### src/rtl/mire_wb_writer.sv
`timescale 1ns/1ps
// Wishbone master that paints one test-pattern frame into the framebuffer,
// one RGB565 pixel per acked write, in raster order from BASE_ADR.
module mire_wb_writer #(
  parameter int          HDISP    = 640,
  parameter int          VDISP    = 480,
  parameter logic [31:0] BASE_ADR = 32'h0,
  parameter bit          AUTO     = 1'b0
) (
  input  logic        CLK,
  input  logic        RST_N,
  input  logic        START,
  input  logic [1:0]  PATTERN,
  input  logic        SCROLL,
  input  logic [15:0] COLOR,
  output logic        BUSY,
  output logic        DONE,
  output logic [7:0]  FRAME_CNT,
  output logic        wb_cyc,
  output logic        wb_stb,
  output logic        wb_we,
  output logic [1:0]  wb_sel,
  output logic [31:0] wb_adr,
  output logic [15:0] wb_dat_ms,
  input  logic        wb_ack
);

  typedef enum logic [1:0] {S_IDLE, S_WRITE, S_DONE} state_t;

  localparam int               NPIX     = HDISP * VDISP;
  localparam int               PIX_W    = (NPIX > 1) ? $clog2(NPIX) : 1;
  localparam int               BAR_W    = HDISP / 8;
  localparam logic [15:0]      X_LAST   = 16'(HDISP - 1);
  localparam logic [15:0]      BAR_LAST = 16'(BAR_W - 1);
  localparam logic [PIX_W-1:0] PIX_LAST = PIX_W'(NPIX - 1);

  state_t            state_q, state_d;
  logic [15:0]       x_q, x_d, y_q, y_d;
  logic [PIX_W-1:0]  pix_q, pix_d;
  logic [15:0]       bc_q, bc_d;
  logic [2:0]        bi_q, bi_d;
  logic [7:0]        frame_q, frame_d;
  logic [31:0]       adr_q, adr_d;
  logic [15:0]       dat_q, dat_d;

  logic [1:0]        pat_q;
  logic [15:0]       color_q;
  logic [9:0]        off_q;

  logic              go;
  logic [9:0]        off_start;
  logic [15:0]       x_nx, y_nx, bc_nx;
  logic [2:0]        bi_nx;
  logic [PIX_W-1:0]  pix_nx;

  function automatic logic [15:0] pixel_color(input logic [1:0]  pat,
                                              input logic [15:0] x,
                                              input logic [9:0]  off,
                                              input logic [15:0] y,
                                              input logic [2:0]  bar,
                                              input logic [15:0] col);
    logic [9:0] xs;
    xs = x[9:0] + off;
    case (pat)
      2'd0: begin
        case (bar)
          3'd0:    pixel_color = 16'hFFFF;
          3'd1:    pixel_color = 16'h07FF;
          3'd2:    pixel_color = 16'hFFE0;
          3'd3:    pixel_color = 16'h07E0;
          3'd4:    pixel_color = 16'hF81F;
          3'd5:    pixel_color = 16'h001F;
          3'd6:    pixel_color = 16'hF800;
          default: pixel_color = 16'h0000;
        endcase
      end
      2'd1:    pixel_color = (xs[5] ^ y[5]) ? 16'hFFFF : 16'h0000;
      2'd2:    pixel_color = {~xs[9:5], y[8:3], xs[9:5]};
      default: pixel_color = col;
    endcase
  endfunction

  assign go        = START | AUTO;
  assign off_start = SCROLL ? {FRAME_CNT, 2'b00} : 10'd0;

  // Coordinates of the pixel after the current one; the bar index walks with
  // x so pattern 0 needs no divider.
  always_comb begin
    pix_nx = pix_q + 1'b1;
    y_nx   = y_q;
    bi_nx  = bi_q;
    if (x_q == X_LAST) begin
      x_nx  = 16'd0;
      y_nx  = y_q + 16'd1;
      bc_nx = 16'd0;
      bi_nx = 3'd0;
    end else begin
      x_nx = x_q + 16'd1;
      if (bc_q == BAR_LAST) begin
        bc_nx = 16'd0;
        bi_nx = bi_q + 3'd1;
      end else begin
        bc_nx = bc_q + 16'd1;
      end
    end
  end

  always_comb begin
    state_d = state_q;
    x_d     = x_q;
    y_d     = y_q;
    pix_d   = pix_q;
    bc_d    = bc_q;
    bi_d    = bi_q;
    frame_d = frame_q;
    adr_d   = adr_q;
    dat_d   = dat_q;
    case (state_q)
      S_IDLE: begin
        if (go) begin
          state_d = S_WRITE;
          x_d     = 16'd0;
          y_d     = 16'd0;
          pix_d   = '0;
          bc_d    = 16'd0;
          bi_d    = 3'd0;
          adr_d   = BASE_ADR;
          dat_d   = pixel_color(PATTERN, 16'd0, off_start, 16'd0, 3'd0, COLOR);
        end
      end
      S_WRITE: begin
        if (wb_ack) begin
          pix_d = pix_nx;
          x_d   = x_nx;
          y_d   = y_nx;
          bc_d  = bc_nx;
          bi_d  = bi_nx;
          if (pix_q == PIX_LAST) begin
            state_d = S_DONE;
          end else begin
            // Next beat is ready on the cycle after the ack: zero-wait slaves
            // see one pixel per clock.
            adr_d = BASE_ADR + 32'({pix_nx, 1'b0});
            dat_d = pixel_color(pat_q, x_nx, off_q, y_nx, bi_nx, color_q);
          end
        end
      end
      S_DONE: begin
        frame_d = frame_q + 8'd1;
        state_d = S_IDLE;
      end
      default: state_d = S_IDLE;
    endcase
  end

  always_ff @(posedge CLK or negedge RST_N) begin
    if (!RST_N) begin
      state_q <= S_IDLE;
      x_q     <= 16'd0;
      y_q     <= 16'd0;
      pix_q   <= '0;
      bc_q    <= 16'd0;
      bi_q    <= 3'd0;
      frame_q <= 8'd0;
      adr_q   <= 32'd0;
      dat_q   <= 16'd0;
    end else begin
      state_q <= state_d;
      x_q     <= x_d;
      y_q     <= y_d;
      pix_q   <= pix_d;
      bc_q    <= bc_d;
      bi_q    <= bi_d;
      frame_q <= frame_d;
      adr_q   <= adr_d;
      dat_q   <= dat_d;
    end
  end

  // Frame settings are only consumed in WRITE, so they carry no reset.
  always_ff @(posedge CLK) begin
    if (state_q == S_IDLE && go) begin
      pat_q   <= PATTERN;
      color_q <= COLOR;
      off_q   <= off_start;
    end
  end

  assign wb_cyc    = (state_q == S_WRITE);
  assign wb_stb    = (state_q == S_WRITE);
  assign wb_we     = 1'b1;
  assign wb_sel    = 2'b11;
  assign wb_adr    = adr_q;
  assign wb_dat_ms = dat_q;
  assign BUSY      = (state_q != S_IDLE);
  assign DONE      = (state_q == S_DONE);
  assign FRAME_CNT = frame_q;

endmodule

### config.mk
export PLATFORM = sky130hd
export DESIGN_NAME = mire_wb_writer
export DESIGN_NICKNAME = d
export VERILOG_FILES = /design/src/rtl/mire_wb_writer.sv
export SDC_FILE = /design/constraint.sdc
export NUM_CORES = 1
export LEC_CHECK = 0
export BUFFER_PORTS_ARGS = -buffer_cell sky130_fd_sc_hd__buf_2
export CAP_MARGIN = 20
export CORE_ASPECT_RATIO = 1.5
export CORE_UTILIZATION = 59
export CTS_CLUSTER_SIZE = 24
export DETAILED_ROUTE_END_ITERATION = 12
export GPL_TIMING_DRIVEN = 0
export PLACE_DENSITY = 0.81
export SYNTH_ARGS = -nofsm -noshare
export SYNTH_HDL_FRONTEND = slang
export SYNTH_SLANG_ARGS = --single-unit
### constraint.sdc
create_clock -name CLK -period 4.27 [get_ports CLK]
set_input_delay 0.6405 -clock CLK [delete_from_list [all_inputs] [get_ports CLK]]
set_output_delay 0.6405 -clock CLK [all_outputs]
set_load 0.03 [all_outputs]
# Yosys cells after proc, flatten, opt, wreduce, memory -nomap -nowiden
# Index checks and enable logic that the tools add are counted.
word_totals:
  mem_bits_rw: 0
  out_inout_bits: 63
  romBits: 0
  wordCells: 92
  latchBits: 0
  n_memories: 0
  register_bits: 156
op_classes:
  mul: 0
  n_bitwise: 3
  magnitude_cmp: 0
  n_eq_ne: 20
  n_shift: 0
  n_addsub: 7
  n_reduce_logical: 11
  mux: 37
  div: 0
op_table:
  columns: ["operator", "count"]
  rows:
  - ["$mux W16", 13]
  - ["$pmux W16 S2", 4]
  - ["$pmux W16 S7", 1]
  - ["$mux W32", 3]
  - ["$pmux W16 S3", 2]
  - ["$pmux W32 S2", 1]
  - ["$add A16 B1 Y16 const B", 3]
  - ["$mux W19", 2]
  - ["$pmux W19 S2", 1]
  - ["$add A19 B1 Y19 const B", 1]
  - ["$eq A19 B19 Y1 const B", 1]
  - ["$eq A16 B10 Y1 const B", 1]
  - ["$eq A16 B7 Y1 const B", 1]
  - ["$mux W3", 4]
  - ["$add A10 B10 Y10", 1]
  - ["$mux W10", 1]
  - ["$not A5 Y5", 2]
  - ["$eq A3 B3 Y1 const B", 3]
  - ["$add A8 B1 Y8 const B", 1]
  - ["$reduce_and A4 Y1", 2]
  - ["$eq A2 B1 Y1 const B", 3]
  - ["$eq A2 B2 Y1 const B", 3]
  - ["$eq A3 B2 Y1 const B", 2]
  - ["$logic_not A2 Y1", 3]
  - ["other kinds (12)", 19]

# Depth between registers and ports, before layout
# Gate-level depths: netlist of run 1.
logic_depth:
  word_depth: 9
  ltp_mapped: 13
  depth_no_buf: 12

# Least setup slack after synthesis of run 1
# No wires, ideal clock.
synth_timing:
  kind: "register -> register"
  startpoint: "reg x_q[0]"
  endpoint: "reg dat_q[0] (netlist: wb_dat_ms[0])"
  arrival_ns: 2.991
  synth_period_minus_slack_ns: 3.122
  setup_slack_ns: 1.148
  setup_ns: 0.131
  path_buffers: 2
  stages_incl_launch_ff: 14
  cell_sequence: "dfrtp_1 -> ha_1 -> and4_2 -> and4_1 -> buf_4 -> nor2_1 -> ha_1 -> nand3_1 -> o21ai_1 -> xnor3_1 -> mux2i_4 -> buf_6 -> a22oi_2 -> o221ai_2"
synth_between:
  elab_chain_cells: 9
  elab_cells_between_ends: 20
synth_rtl:
  columns: ["element", "line", "source"]
  rows:
  - ["start: declaration", "38", "logic [15:0] x_q, x_d, y_q, y_d;"]
  - ["start signal: assignment", "159", "x_q <= 16'd0;"]
  - ["start signal: assignment", "169", "x_q <= x_d;"]
  - ["$add A16 B1 Y16 / $eq A16 B10 Y1 (equally long branches)", "98, 92", null]
  - ["$mux W16", "92", "if (x_q == X_LAST) begin"]
  - ["$add A10 B10 Y10", "63", "xs = x[9:0] + off;"]
  - ["$xor A1 B1 Y1", "77", "2'd1: pixel_color = (xs[5] ^ y[5]) ? 16'hFFFF : 16'h0000;"]
  - ["$mux W16", "77", null]
  - ["$pmux W16 S3 *", "64", "case (pat)"]
  - ["$mux W16 *", "138", "if (pix_q == PIX_LAST) begin"]
  - ["$mux W16 *", "132", "if (wb_ack) begin"]
  - ["$pmux W16 S2 *", "118", "case (state_q)"]
  - ["end signal: assignment", "176", "dat_q <= dat_d;"]
  - ["end: declaration", "44", "logic [15:0] dat_q, dat_d;"]
# Every way passes the cells marked *; elsewhere a longest branch is shown, timed or not. The select of a mux whose other input is x is not followed.
# A chain may end at the register's enable or synchronous reset.

# Final worst setup path of run 1
layout_timing:
  startpoint: "reg x_q[0]"
  endpoint: "reg dat_q[14] (netlist: wb_dat_ms[14])"
# The elaborated chain is that of the path after synthesis.

==> results, run 1 <==
- The global routing usage summed across all routing layers is 32.6%.
- The placeable core area is 12100 sq um.
- The initial antenna violation count is 0.
- The buffer levels on the longest clock path is 2.
- The prevailing post-synth register cell is dfrtp_1.
- The required time of the critical path is between 4 and 5 ns.
- The maximum clock rate is 268 MHz.
- The worst setup skew after layout is 0.00641 ns.
- The row count is 49.
- The area share of the largest cell type after synthesis is between 30% and 40%.
- The number of hold violations in the final report came to 0.
- The remaining routing DRC violations is 0.
- The post-synthesis async set-or-reset flop share is between 80% and 90%.
- In this run, CTS created clock tree buffers numbering 17.
- The biggest area contributor in the post-synthesis netlist is dfrtp_1.
- The via count of the first global-routing pass came to 6713.
- The delay of the slowest cell on the worst path is around 0.49 ns.
- At the placement stage, the worst setup path has a slack of about 0.56 ns.
- The start of the worst register-to-register path is x_q[0]$_DFFE_PN0P_.
- In the routed layout, each cell is associated on average with a via count of 6.22.
- The number of H-tree levels is 4.
- In this run the worst hold path is classified as input pin to asynchronous set/reset pin.
- In this run the remaining antenna-violating nets after routing total 0.
- The standard cell with the maximum stage delay on the critical path is xnor3_1.
- Setup repair after global routing left no endpoint under its margin.
- The first detailed-routing pass took 6 iterations.
- The maximum fanout encountered on the critical timing path is 10.
- The kind of end point of the critical path is a register.
- Counting flops with a built-in enable in the synthesized netlist gives 26.
- From synthesis to final layout, the design area changed by 15.9%.
- Once the clock tree was built, the resizer swapped 0 gates to a different size.
- The number of nets in the finished design is slightly above 900.
- The smallest setup slack after layout is 0.537 ns.
- The critical path in this run is classified as register to register.
- The quantity of I/O buffers inserted on ports is 69.
- The area of the die is around 13000 sq um.
- The via count of the routed design is about 6600.
- The detail-routed net length per standard cell is 18.8 microns.
- After synthesis the cells add up to around 7400 sq um.
- In the post-synthesis netlist, the biggest area contributors are dfrtp_1, edfxtp_1, o21ai_0.
- The share of final-layout standard cells stronger than drive strength 1 is 17.0%.
- During synthesis, Yosys emitted a total of 0 warnings.
- The die height is 139 microns.
- Cells fill 70.8% of the core in the end.
- The root buffer cell chosen for the clock tree is clkbuf_16.
- The transition time of the tightest slew-check pin is slightly above 0.9 ns.
- The first routing iteration left approximately 600 violations.
- In this run, synthesis produced a sequential element count of ~130.
- In the layout the commonest cells are dfrtp_1, nand2_1, o21ai_0.
- IR analysis of the VDD net gives a maximum drop of 0.279 mV.
- Setup violations remaining at the end of the flow were counted as 0.
- The post-route fraction of the period consumed by the critical path is between 80 and 90%.
- The headroom to the max-slew limit is about two fifths.
- Clock-pin slew was measured on the worst setup and hold paths at around 0.060 ns.
- The number of ports placed on the die boundary is 86.
- The most common cell after layout, fill and taps aside is dfrtp_1.
- The number of cells traversed by the worst register-to-register path is 13.
- Data on the critical path arrives at its endpoint at between 4 and 5 ns.
- The global route total overflow is 0.
- The final max-slew violation count came to 0.
- Summed over all cells, the static leakage comes to 3.78 nW.
- The sequential-to-total area share from yosys stat is a little under half.
- The endpoint identified for the worst register-to-register timing path is wb_dat_ms[14]$_DFFE_PN0P_.
- The congestion estimate from routability-driven global placement came to roughly 0.95.
- The insertion delay to the later sink of the worst-skew pair is between 0.4 and 0.5 ns.
- Counting every sink on the clock net gives between 100 and 150.
- The flop-to-flop setup slack is 0.54 ns.
- The TritonCTS clock tree is yes.
- The critical path launch point type is a register.
- Setup total negative slack on the finished layout was measured at 0 ns.
- The power density over the cells is 440 nW/um^2.
- Counting both buffers and inverters, the worst setup path holds a total of 2.
- The run finished with clean final reports.
- The number of antenna diodes in the final layout is 0.
- The post-synthesis cell type count is 77.
- The final critical delay including setup and external delays is approximately 3.7 ns.
- The first global-routing pass estimated between 30000 and 40000 microns of wire.
- Max-cap violations in this run came to 0.
- The cell that appears most often on the critical path is ha_1.
- Detailed placement finished with a half-perimeter wire length of 14000 microns.
- The die is 93.4 microns wide.
- Walking the worst path, the cells encountered are ha_1 -> and4_2 -> and4_1 -> buf_4 -> nor2_1 -> ha_1 -> nand3_1 -> o21ai_1 -> xnor3_1 -> mux2i_4 -> buf_6 -> a21oi_1 -> a31oi_1.
- In this run, post-CTS hold repair placed 0 buffers.
- Summed over all layers, the routed wires come to roughly 20000 microns.
- Entering global routing, the biggest net connects a little under 60 pins.
- The gate family responsible for the most delay along the worst path is simple AND/OR/NAND/NOR gates.
- The initial core utilization is roughly three fifths.
- The average instance in the mapped netlist occupies around 9.4 sq um.
- In this run the post-CTS setup repair buffer count came out at 0.
- The cell count after synthesis came out at just under 800.
[where the power goes]
part	switching [mW]	internal [mW]	total, mW	leakage [nW]
logic	0.542	0.332	0.875	1.87
registers	0.116	1.42	1.54	1.64
clock network	0.547	0.805	1.35	0.263
total	1.20	2.56	3.76	3.78
[Yosys cell counts, drive strengths merged (3+ instances only)]
cell type / count
dfrtp: 108
nand2: 102
o21ai: 87
nor2: 58
a21oi: 49
buf: 34
clkbuf: 26
edfxtp: 26
nand3: 25
o31ai: 24
xnor2: 24
xor2: 20
inv: 15
and2: 14
and3: 14
nor3: 14
a22o: 13
nand4: 13
ha: 11
a31oi: 9
and4: 9
nand2b: 8
a21o: 7
nor4: 7
o22ai: 6
a221oi: 5
nor2b: 5
mux2i: 4
o211ai: 4
or3: 4
a211oi: 3
o2bb2ai: 3
o31a: 3
or2: 3
[per-stage QoR]
step	total power [mW]	cells	cell area [sq um]	hold slack, ns
after floorplan	2.18	802	7440	0.345
after global placement	2.39	1024	7980	0.455
after detailed placement	2.42	1025	8010	0.466
after CTS	3.77	1056	8540	0.323
after global routing	3.93	1057	8560	0.352
final	3.76	1057	8560	0.303
[worst max-delay path by stage]
stage,cells past startpoint,endpoint,start
finish,13,wb_dat_ms[14]$_DFFE_PN0P_,x_q[0]$_DFFE_PN0P_
CTS,13,wb_dat_ms[14]$_DFFE_PN0P_,x_q[0]$_DFFE_PN0P_
global route,13,wb_dat_ms[14]$_DFFE_PN0P_,x_q[0]$_DFFE_PN0P_
floorplan,13,wb_dat_ms[0]$_DFFE_PN0P_,x_q[0]$_DFFE_PN0P_
global placement,13,wb_dat_ms[14]$_DFFE_PN0P_,x_q[0]$_DFFE_PN0P_
detailed placement,13,wb_dat_ms[14]$_DFFE_PN0P_,x_q[0]$_DFFE_PN0P_
[sequential cells by signal, indices dropped and copies added (netlist names)]
| signal | cells |
|---|---|
| FRAME_CNT | 8 |
| bi_q | 3 |
| off_q | 8 |
| color_q | 16 |
| pix_q | 19 |
| pat_q | 2 |
| x_q | 16 |
| wb_dat_ms | 16 |
| bc_q | 16 |
| y_q | 9 |
| wb_adr | 19 |
| state_q | 2 |
[layer usage]
layer  vias to the layer above  wire length (microns)  GRT usage [%]
li1                       3021                      -              -
met1                      3163                   7440           37.7
met2                       320                  10400           55.6
met3                        73                   1250           6.80
met4                         0                    821           17.6
met5                         -                      0              0
[area by class of cell]
class	instances	area [sq um]
plain buffers	60	327
clock buffers	21	450
clock inverters	10	81.3
fillers	880	3520
inverters	15	56.3
multi-input cells	593	3570
flip-flops and latches	134	3480
well taps	153	191
repair buffers	71	395
[cells by family after synthesis]
| family | after synthesis | synth area share (%) |
|---|---|---|
| xor gates and xnor gates | 45 | 5.52 |
| buffers and inverters | 75 | 5.18 |
| muxes | 6 | 1.02 |
| and+or+nand+nor | 286 | 19.4 |
| AOI/OAI and AO/OA | 228 | 19.6 |
| DFF | 134 | 47.2 |
| other | 2 | 0.102 |
| adders and majority gates | 12 | 2.00 |
Power figures use the tool's default switching activity.
==> inputs of run 2 (changes only) <==
--- a/config.mk
+++ b/config.mk
@@ -7,7 +7,7 @@
 export LEC_CHECK = 0
 export BUFFER_PORTS_ARGS = -buffer_cell sky130_fd_sc_hd__buf_2
 export CAP_MARGIN = 20
-export CORE_ASPECT_RATIO = 1.5
+export CORE_ASPECT_RATIO = 2
 export CORE_UTILIZATION = 59
 export CTS_CLUSTER_SIZE = 24
 export DETAILED_ROUTE_END_ITERATION = 12
==> constraint.sdc (replaced) <==
create_clock -name CLK -period 4.27 [get_ports CLK]
set_input_delay 0.6405 -clock CLK [delete_from_list [all_inputs] [get_ports CLK]]
set_output_delay 0.6405 -clock CLK [all_outputs]
set_load 0.01 [all_outputs]
==> run 2 against run 1 <==
- core utilization is 0.81 points lower
- register-to-register slack worse by 0.28 ns
- global-route usage rose by 0.72 points
- non-clock buffer count shrank 1
- clock skew increased by 0.0022 ns
==> results, run 2 (synthesized netlist as in run 1, its figures left out) <==
- The flow ran to the end, and the final reports show no timing, DRC or antenna violations.
- The number of hold violations in the final report is 0.
- Overall power consumption after layout is estimated at about 3.7 mW.
- The analysis attributes to cell leakage a power of ~3.8 nW.
- The quantity of I/O buffers inserted on ports is 69.
- The critical path goes through ha_1 -> and4_2 -> and4_1 -> buf_4 -> nor2_1 -> ha_1 -> nand3_1 -> o21ai_1 -> xnor3_1 -> mux2i_4 -> buf_6 -> a21oi_1 -> a31oi_1.
- The required time of the critical path is ~4.6 ns.
- The post-CTS setup buffer count is 0.
- The number of ports placed on the die boundary is 86.
- Across every metal layer, demand over resource in global routing totals 33.3%.
- In the layout the commonest cells are dfrtp_1, nand2_1, o21ai_0.
- The post-route fraction of the period consumed by the critical path is approximately 94%.
- Clock tree synthesis found a total of 134 sinks.
- The initial core utilization is 60.6%.
- Of all nets on the critical path, the largest fanout is 10.
- The initial antenna violation count is 0.
- Relative to the synthesized area, the layout overhead comes to 15.7%.
- The peak supply drop is approximately 0.36 mV.
- In this run the remaining antenna-violating nets after routing total 0.
- The first detailed-routing pass took 5 iterations.
- The library cell used most frequently in the layout, excluding fill and tap cells, is dfrtp_1.
- The class of the worst hold path is input pin to asynchronous set/reset pin.
- The number of nets in the finished design is slightly above 900.
- The horizontal die dimension is between 80 and 90 microns.
- The power density over the cells is approximately 430 nW/um^2.
- The buffer cell driving the clock tree root is clkbuf_16.
- On the critical path, the stage with the largest delay is an instance of xnor3_1.
- The worst setup skew after layout is between 0.008 and 0.009 ns.
- The largest net degree at the start of global routing is between 60 and 70.
- The final critical delay including setup and external delays is roughly 4 ns.
- The TritonCTS clock tree is yes.
- The global-route wire length before repair is 32500 microns.
- After floorplanning, the core was divided into 57 placement rows.
- The die height is ~160 microns.
- The clock passes through at most 2 buffers.
- The number of max-capacitance violations reported is 0.
- The count of buffer and inverter cells on the critical path is 2.
- The minimum hold slack is 0.214 ns.
- Routability-driven placement finished with a final weighted congestion of 0.911.
- CTS built an H-tree with a depth of 4.
- The setup slack at placement is around 0.42 ns.
- The area of the die is approximately 13000 sq um.
- The total wire length is just over 20000 microns.
- The number of hold buffers added after CTS was 0.
- The HPWL after detailed placement is between 10000 and 15000 microns.
- Setup violations remaining at the end of the flow were counted as 0.
- The startpoint-to-endpoint class of the critical path is register to register.
- The via count of the first global-routing pass is ~6700.
- The setup TNS is 0 ns.
- For the worst setup path, the data arrival time is around 4.3 ns.
- The insertion delay to the later sink of the worst-skew pair is between 0.4 and 0.5 ns.
- Timing would allow up to 249 MHz.
- The most numerous cell type found on the critical path is ha_1.
- The final route contains 6587 vias.
- The violation count after the first detailed-route iteration is 477.
- The detail-routed net length per standard cell is around 19 microns.
- In the final layout, the share of cells above drive strength 1 is roughly 17%.
- For this run the aggregate overflow at the end of global routing stands at 0.
- The number of vias per cell after detailed routing is between 6 and 7.
- STA classifies the critical path startpoint as a register.
- Clock-pin slew was measured on the worst setup and hold paths at around 0.06 ns.
- Among cell families on the critical path, the largest total delay comes from simple AND/OR/NAND/NOR gates.
- The placeable core area is roughly 12000 sq um.
- Setup slack on the critical path of the routed design comes to roughly 0.26 ns.
- After filler insertion, the fill cell instance count of the layout stands at between 900 and 1000.
- The headroom to the max-slew limit is approximately 30%.
- Setup repair after global routing left no endpoint under its margin.
- The final max-slew violation count came to 0.
- In the routed design, unresolved DRC markers number 0.
- On the worst path, the slowest cell contributes a delay of between 0.5 and 0.6 ns.
- After clock tree synthesis, the repair step resized 0 gates.
- The number of diodes added for antenna fixing is 0.
- The kind of end point of the critical path is a register.
- The transition time of the tightest slew-check pin is 1.05 ns.
- In this run, CTS created clock tree buffers numbering 17.
run 2: cell types whose count changed in the layout (fill, tap and decap cells not counted), sizes merged:
cell    change
inv         -1
buf         -1
clkbuf      +1
run 2: path summary, 6_finish.rpt:
path	startpoint	depth (start not counted)	end	slack, ns
max reg2reg	x_q[0]$_DFFE_PN0P_	13	wb_dat_ms[14]$_DFFE_PN0P_	0.26
min in group CLK	COLOR[13]	1	color_q[13]$_DFFE_PP_	0.40
min	RST_N	1	wb_adr[5]$_DFFE_PN0P_	0.21
max	x_q[0]$_DFFE_PN0P_	13	wb_dat_ms[14]$_DFFE_PN0P_	0.26
min reg2reg	wb_adr[15]$_DFFE_PN0P_	1	wb_adr[15]$_DFFE_PN0P_	0.47
max in group asynchronous	RST_N	2	wb_dat_ms[4]$_DFFE_PN0P_	3.31
run 2: report_power, final:
part	total (mW)	switching, mW	internal (mW)
registers	1.54	0.115	1.42
logic	0.790	0.459	0.331
clock network	1.38	0.550	0.826
total	3.70	1.12	2.58
run 2: per-layer routing:
metal | wire [microns] | GRT usage [%] | up-vias
li1 | - | - | 3025
met1 | 7180 | 35.2 | 3137
met2 | 10800 | 57.4 | 323
met3 | 1100 | 5.14 | 102
met4 | 1210 | 24.4 | 0
met5 | 0 | 0 | -
run 2: per-stage QoR:
stage	instance area [sq um]	util [%]	std cells
2_1_floorplan	7440	-	802
4_1_cts	8540	70.0	1050
6_report	8540	70.0	1050
3_3_place_gp	7970	65.3	1018
3_5_place_dp	8000	65.6	1019
5_1_grt	8540	70.0	1050
run 2: area by class of cell:
type | instances | area [sq um] | share of cell area [%]
plain buffers | 60 | 327 | 3.82
repair buffers | 70 | 375 | 4.39
clock buffers | 22 | 465 | 5.45
multi-input cells | 593 | 3570 | 41.8
well taps | 147 | 184 | 2.15
inverters | 15 | 56.3 | 0.659
clock inverters | 9 | 78.8 | 0.923
flip-flops and latches | 134 | 3480 | 40.8
run 2: worst register-to-register path: cells and delay by family (launching register included):
kind	cells	cell delay, ns
AOI/OAI and AO/OA	3	0.78
and+or+nand+nor	4	0.84
buffers and inverters	2	0.41
adders and majority gates	2	0.60
muxes	1	0.25
DFF	1	0.49
xor gates and xnor gates	1	0.52
==> inputs of run 3 (changes only) <==
--- a/config.mk
+++ b/config.mk
@@ -7,12 +7,14 @@
 export LEC_CHECK = 0
 export BUFFER_PORTS_ARGS = -buffer_cell sky130_fd_sc_hd__buf_2
 export CAP_MARGIN = 20
+export CELL_PAD_IN_SITES_DETAIL_PLACEMENT = 0
+export CELL_PAD_IN_SITES_GLOBAL_PLACEMENT = 1
 export CORE_ASPECT_RATIO = 2
-export CORE_UTILIZATION = 59
+export CORE_UTILIZATION = 45
 export CTS_CLUSTER_SIZE = 24
 export DETAILED_ROUTE_END_ITERATION = 12
 export GPL_TIMING_DRIVEN = 0
-export PLACE_DENSITY = 0.81
+export PLACE_DENSITY_LB_ADDON = 0.1
 export SYNTH_ARGS = -nofsm -noshare
 export SYNTH_HDL_FRONTEND = slang
 export SYNTH_SLANG_ARGS = --single-unit
==> run 3 against run 2 <==
- sequential cell count unchanged
- critical endpoint unchanged
- via count is 4.9% lower
- largest power group unchanged
- register-to-register slack improved by 0.14 ns
- first-iteration DRC count is 21% lower
- count of clock-buffer cells in the layout fell by 2
- wire length grew 3.7%
- fmax grew 3.5%
==> results, run 3 (synthesized netlist as in run 1, its figures left out) <==
- The maximum clock rate is about 260 MHz.
- TritonCTS built the clock tree.
- The initial utilization of the core area, before any placement, comes to between 40% and 50%.
- The worst register-to-register path has a setup slack of between 0.3 and 0.4 ns.
- After clock tree synthesis, the flow added hold-fix buffers numbering 0.
- The global routing usage summed across all routing layers is a little over a quarter.
- In this run, the clock network consumes about two fifths of the power.
- The filler cell count in the final layout is between 1500 and 2000.
- In the finished design, the share of the clock period the worst path needs comes to roughly 91%.
- The startpoint-to-endpoint class of the critical path is register to register.
- Summing over every cut layer, the via total after detailed routing is 6262.
- The quantity of I/O buffers inserted on ports is 69.
- Of the total power, registers draw around two fifths.
- Once layout is done, the placed cells without fillers occupy 8690 sq um.
- The number of cells traversed by the worst register-to-register path is 13.
- The worst-case IR drop observed on VDD is 0.232 mV.
- The final cell count without fillers is around 1100.
- The critical path data arrival time is between 4 and 5 ns.
- The setup violation total in the final timing report is 0.
- The total overflow left after global routing is 0.
- The clock-pin slew on the worst setup and hold paths is approximately 0.060 ns.
- The insertion delay to the later sink of the worst-skew pair is around 0.43 ns.
- In this run the critical register-to-register path is captured at wb_dat_ms[14]$_DFFE_PN0P_.
- The clock net sink count is between 100 and 150.
- In the final layout, the multi-input gates occupy roughly 3600 sq um.
- For this run, design rule violations remaining after detail routing come to 0.
- The headroom to the max-slew limit is between 20% and 30%.
- The number of H-tree levels is 4.
- Leaving out fill and tap cells, the most frequent cell in the layout is dfrtp_1.
- The worst setup path is launched from a register.
- Of all nets on the critical path, the largest fanout is 10.
- The number of cells in the design after placement is 1074.
- The detail-routed net length per standard cell is approximately 19 microns.
- The power density over the cells is roughly 440 nW/um^2.
- Leaving out fill and tap cells, the most frequent cells in the layout are dfrtp_1, nand2_1, o21ai_0.
- For the final database, setup skew stands at ~0.0096 ns.
- The required time of the critical path is approximately 4.6 ns.
- Measured along the y axis, the die boundary spans ~180 microns.
- The number of diodes added for antenna fixing is 0.
- The setup TNS is 0 ns.
- The horizontal die dimension is 92.6 microns.
- The wire-length estimate of the detail-placed layout is 15600 microns.
- The total area inside the core boundary comes to 15900 sq um.
- The number of ports placed on the die boundary is 86.
- The sum of internal, switching and leakage power is ~3.8 mW.
- The footprint of the flip-flops and latches is roughly 3500 sq um.
- The final max-slew violation count is 0.
- The tool flagged a number of max-cap violations equal to 0.
- For this design the total switching power over the nets is 1.15 mW.
- At the end of routability-driven placement, the weighted congestion stood at slightly below 0.9.
- The total wire length is between 20000 and 25000 microns.
- After the last flow step, the layout net total stands at roughly 900.
- The count of nets left with antenna violations after detail routing is 0.
- The first-pass detailed-route iteration total is 5.
- The first global-routing pass estimated around 33000 microns of wire.
- The worst path in the final design needs a cycle of 3.87 ns, including I/O delays and setup.
- The post-layout utilization of the core is 54.5%.
- Dividing the detail-routed via count by the number of cells gives roughly 5.7.
- Post-CTS repair changed the size of 0 cells.
- The buffer cell driving the clock tree root is clkbuf_16.
- The post-CTS setup buffer count is 0.
- The share of total power consumed by net switching is approximately 30%.
- The class of the worst hold path is input pin to asynchronous set/reset pin.
- The number of hold violations in the final report came to 0.
- Compared with the post-synthesis result, the final layout area differs by 17.7%.
- The buffer levels on the longest clock path is 2.
- The initial antenna violation count was 0.
- The worst setup path is captured at a register.
- Entering global routing, the biggest net connects 56 pins.
- The share of final-layout standard cells stronger than drive strength 1 is between 10% and 20%.
- Setup repair after global routing left no endpoint under its margin.
- The worst register-to-register path begins at x_q[0]$_DFFE_PN0P_.
- The die covers 17000 sq um.
- The number of CTS-inserted buffers is 17.
- The via count of the first global-routing pass is around 6300.
- At the pin with the least slew margin, the transition time is roughly 1.1 ns.
- In this run the cell area measured after placement is between 8000 and 9000 sq um.
- The total leakage power is 3.81 nW.
- The detailed router finished its first iteration with 378 violations.
- The internal power summed over all cells is 2.68 mW.
- The run finished with clean final reports.
- The floorplan has 65 rows.
- The share of power burned in combinational logic is roughly 20%.
-- run 3: changes by cell type in the layout (fill, tap and decap cells not counted), sizes merged --
cell	before	now
bufinv	1	2
clkbuf	48	46
inv	15	18
clkinv	6	4
buf	104	105
-- run 3: per-layer routing --
metal	track usage [%]	wire, microns	vias to the layer above
met2	48.3	11600	196
met3	3.94	717	47
met1	27.5	7920	2994
li1	-	-	3025
met4	14.4	858	0
met5	0	0	-
-- run 3: worst max-delay path by stage --
stage                            start                         to  slack, ns
floorplan           x_q[0]$_DFFE_PN0P_   wb_dat_ms[0]$_DFFE_PN0P_       1.15
global placement    x_q[0]$_DFFE_PN0P_  wb_dat_ms[14]$_DFFE_PN0P_       0.42
detailed placement  x_q[0]$_DFFE_PN0P_  wb_dat_ms[14]$_DFFE_PN0P_       0.38
CTS                 x_q[0]$_DFFE_PN0P_  wb_dat_ms[14]$_DFFE_PN0P_       0.36
global route        x_q[0]$_DFFE_PN0P_  wb_dat_ms[14]$_DFFE_PN0P_       0.21
finish              x_q[0]$_DFFE_PN0P_  wb_dat_ms[14]$_DFFE_PN0P_       0.40
-- run 3: metrics by stage --
stage	hold slack (ns)	setup WS, ns
after detailed placement	0.460	0.379
after floorplan	0.345	1.15
after global routing	0.335	0.214
after global placement	0.458	0.417
after CTS	0.313	0.365
final	0.294	0.398
-- run 3: area by class of cell --
class | instances | share of cell area (%)
Clock buffer | 20 | 5.50
Inverter | 15 | 0.648
Sequential cell | 134 | 40.1
Tap cell | 201 | 2.89
Buffer | 60 | 3.76
Multi-Input combinational cell | 593 | 41.1
Clock inverter | 11 | 1.38
Timing Repair Buffer | 71 | 4.64
-- run 3: power groups by stage --
stage / sequential [mW] / combinational (mW) / clock [mW]
after floorplan: 1.56 / 0.519 / 0
after global placement: 1.55 / 0.767 / 0
after detailed placement: 1.55 / 0.783 / 0
after CTS: 1.53 / 0.788 / 1.53
after global routing: 1.55 / 0.857 / 1.58
final: 1.54 / 0.778 / 1.51
-- run 3: critical path: stages (launching register included) --
cell     delay [ns]
dfrtp_1        0.46
ha_1           0.29
and4_2         0.29
and4_1         0.40
buf_4          0.26
nor2_1         0.11
ha_1           0.28
nand3_1        0.06
o21ai_1        0.37
xnor3_1        0.50
mux2i_4        0.24
buf_6          0.17
a21oi_1        0.20
a31oi_1        0.11
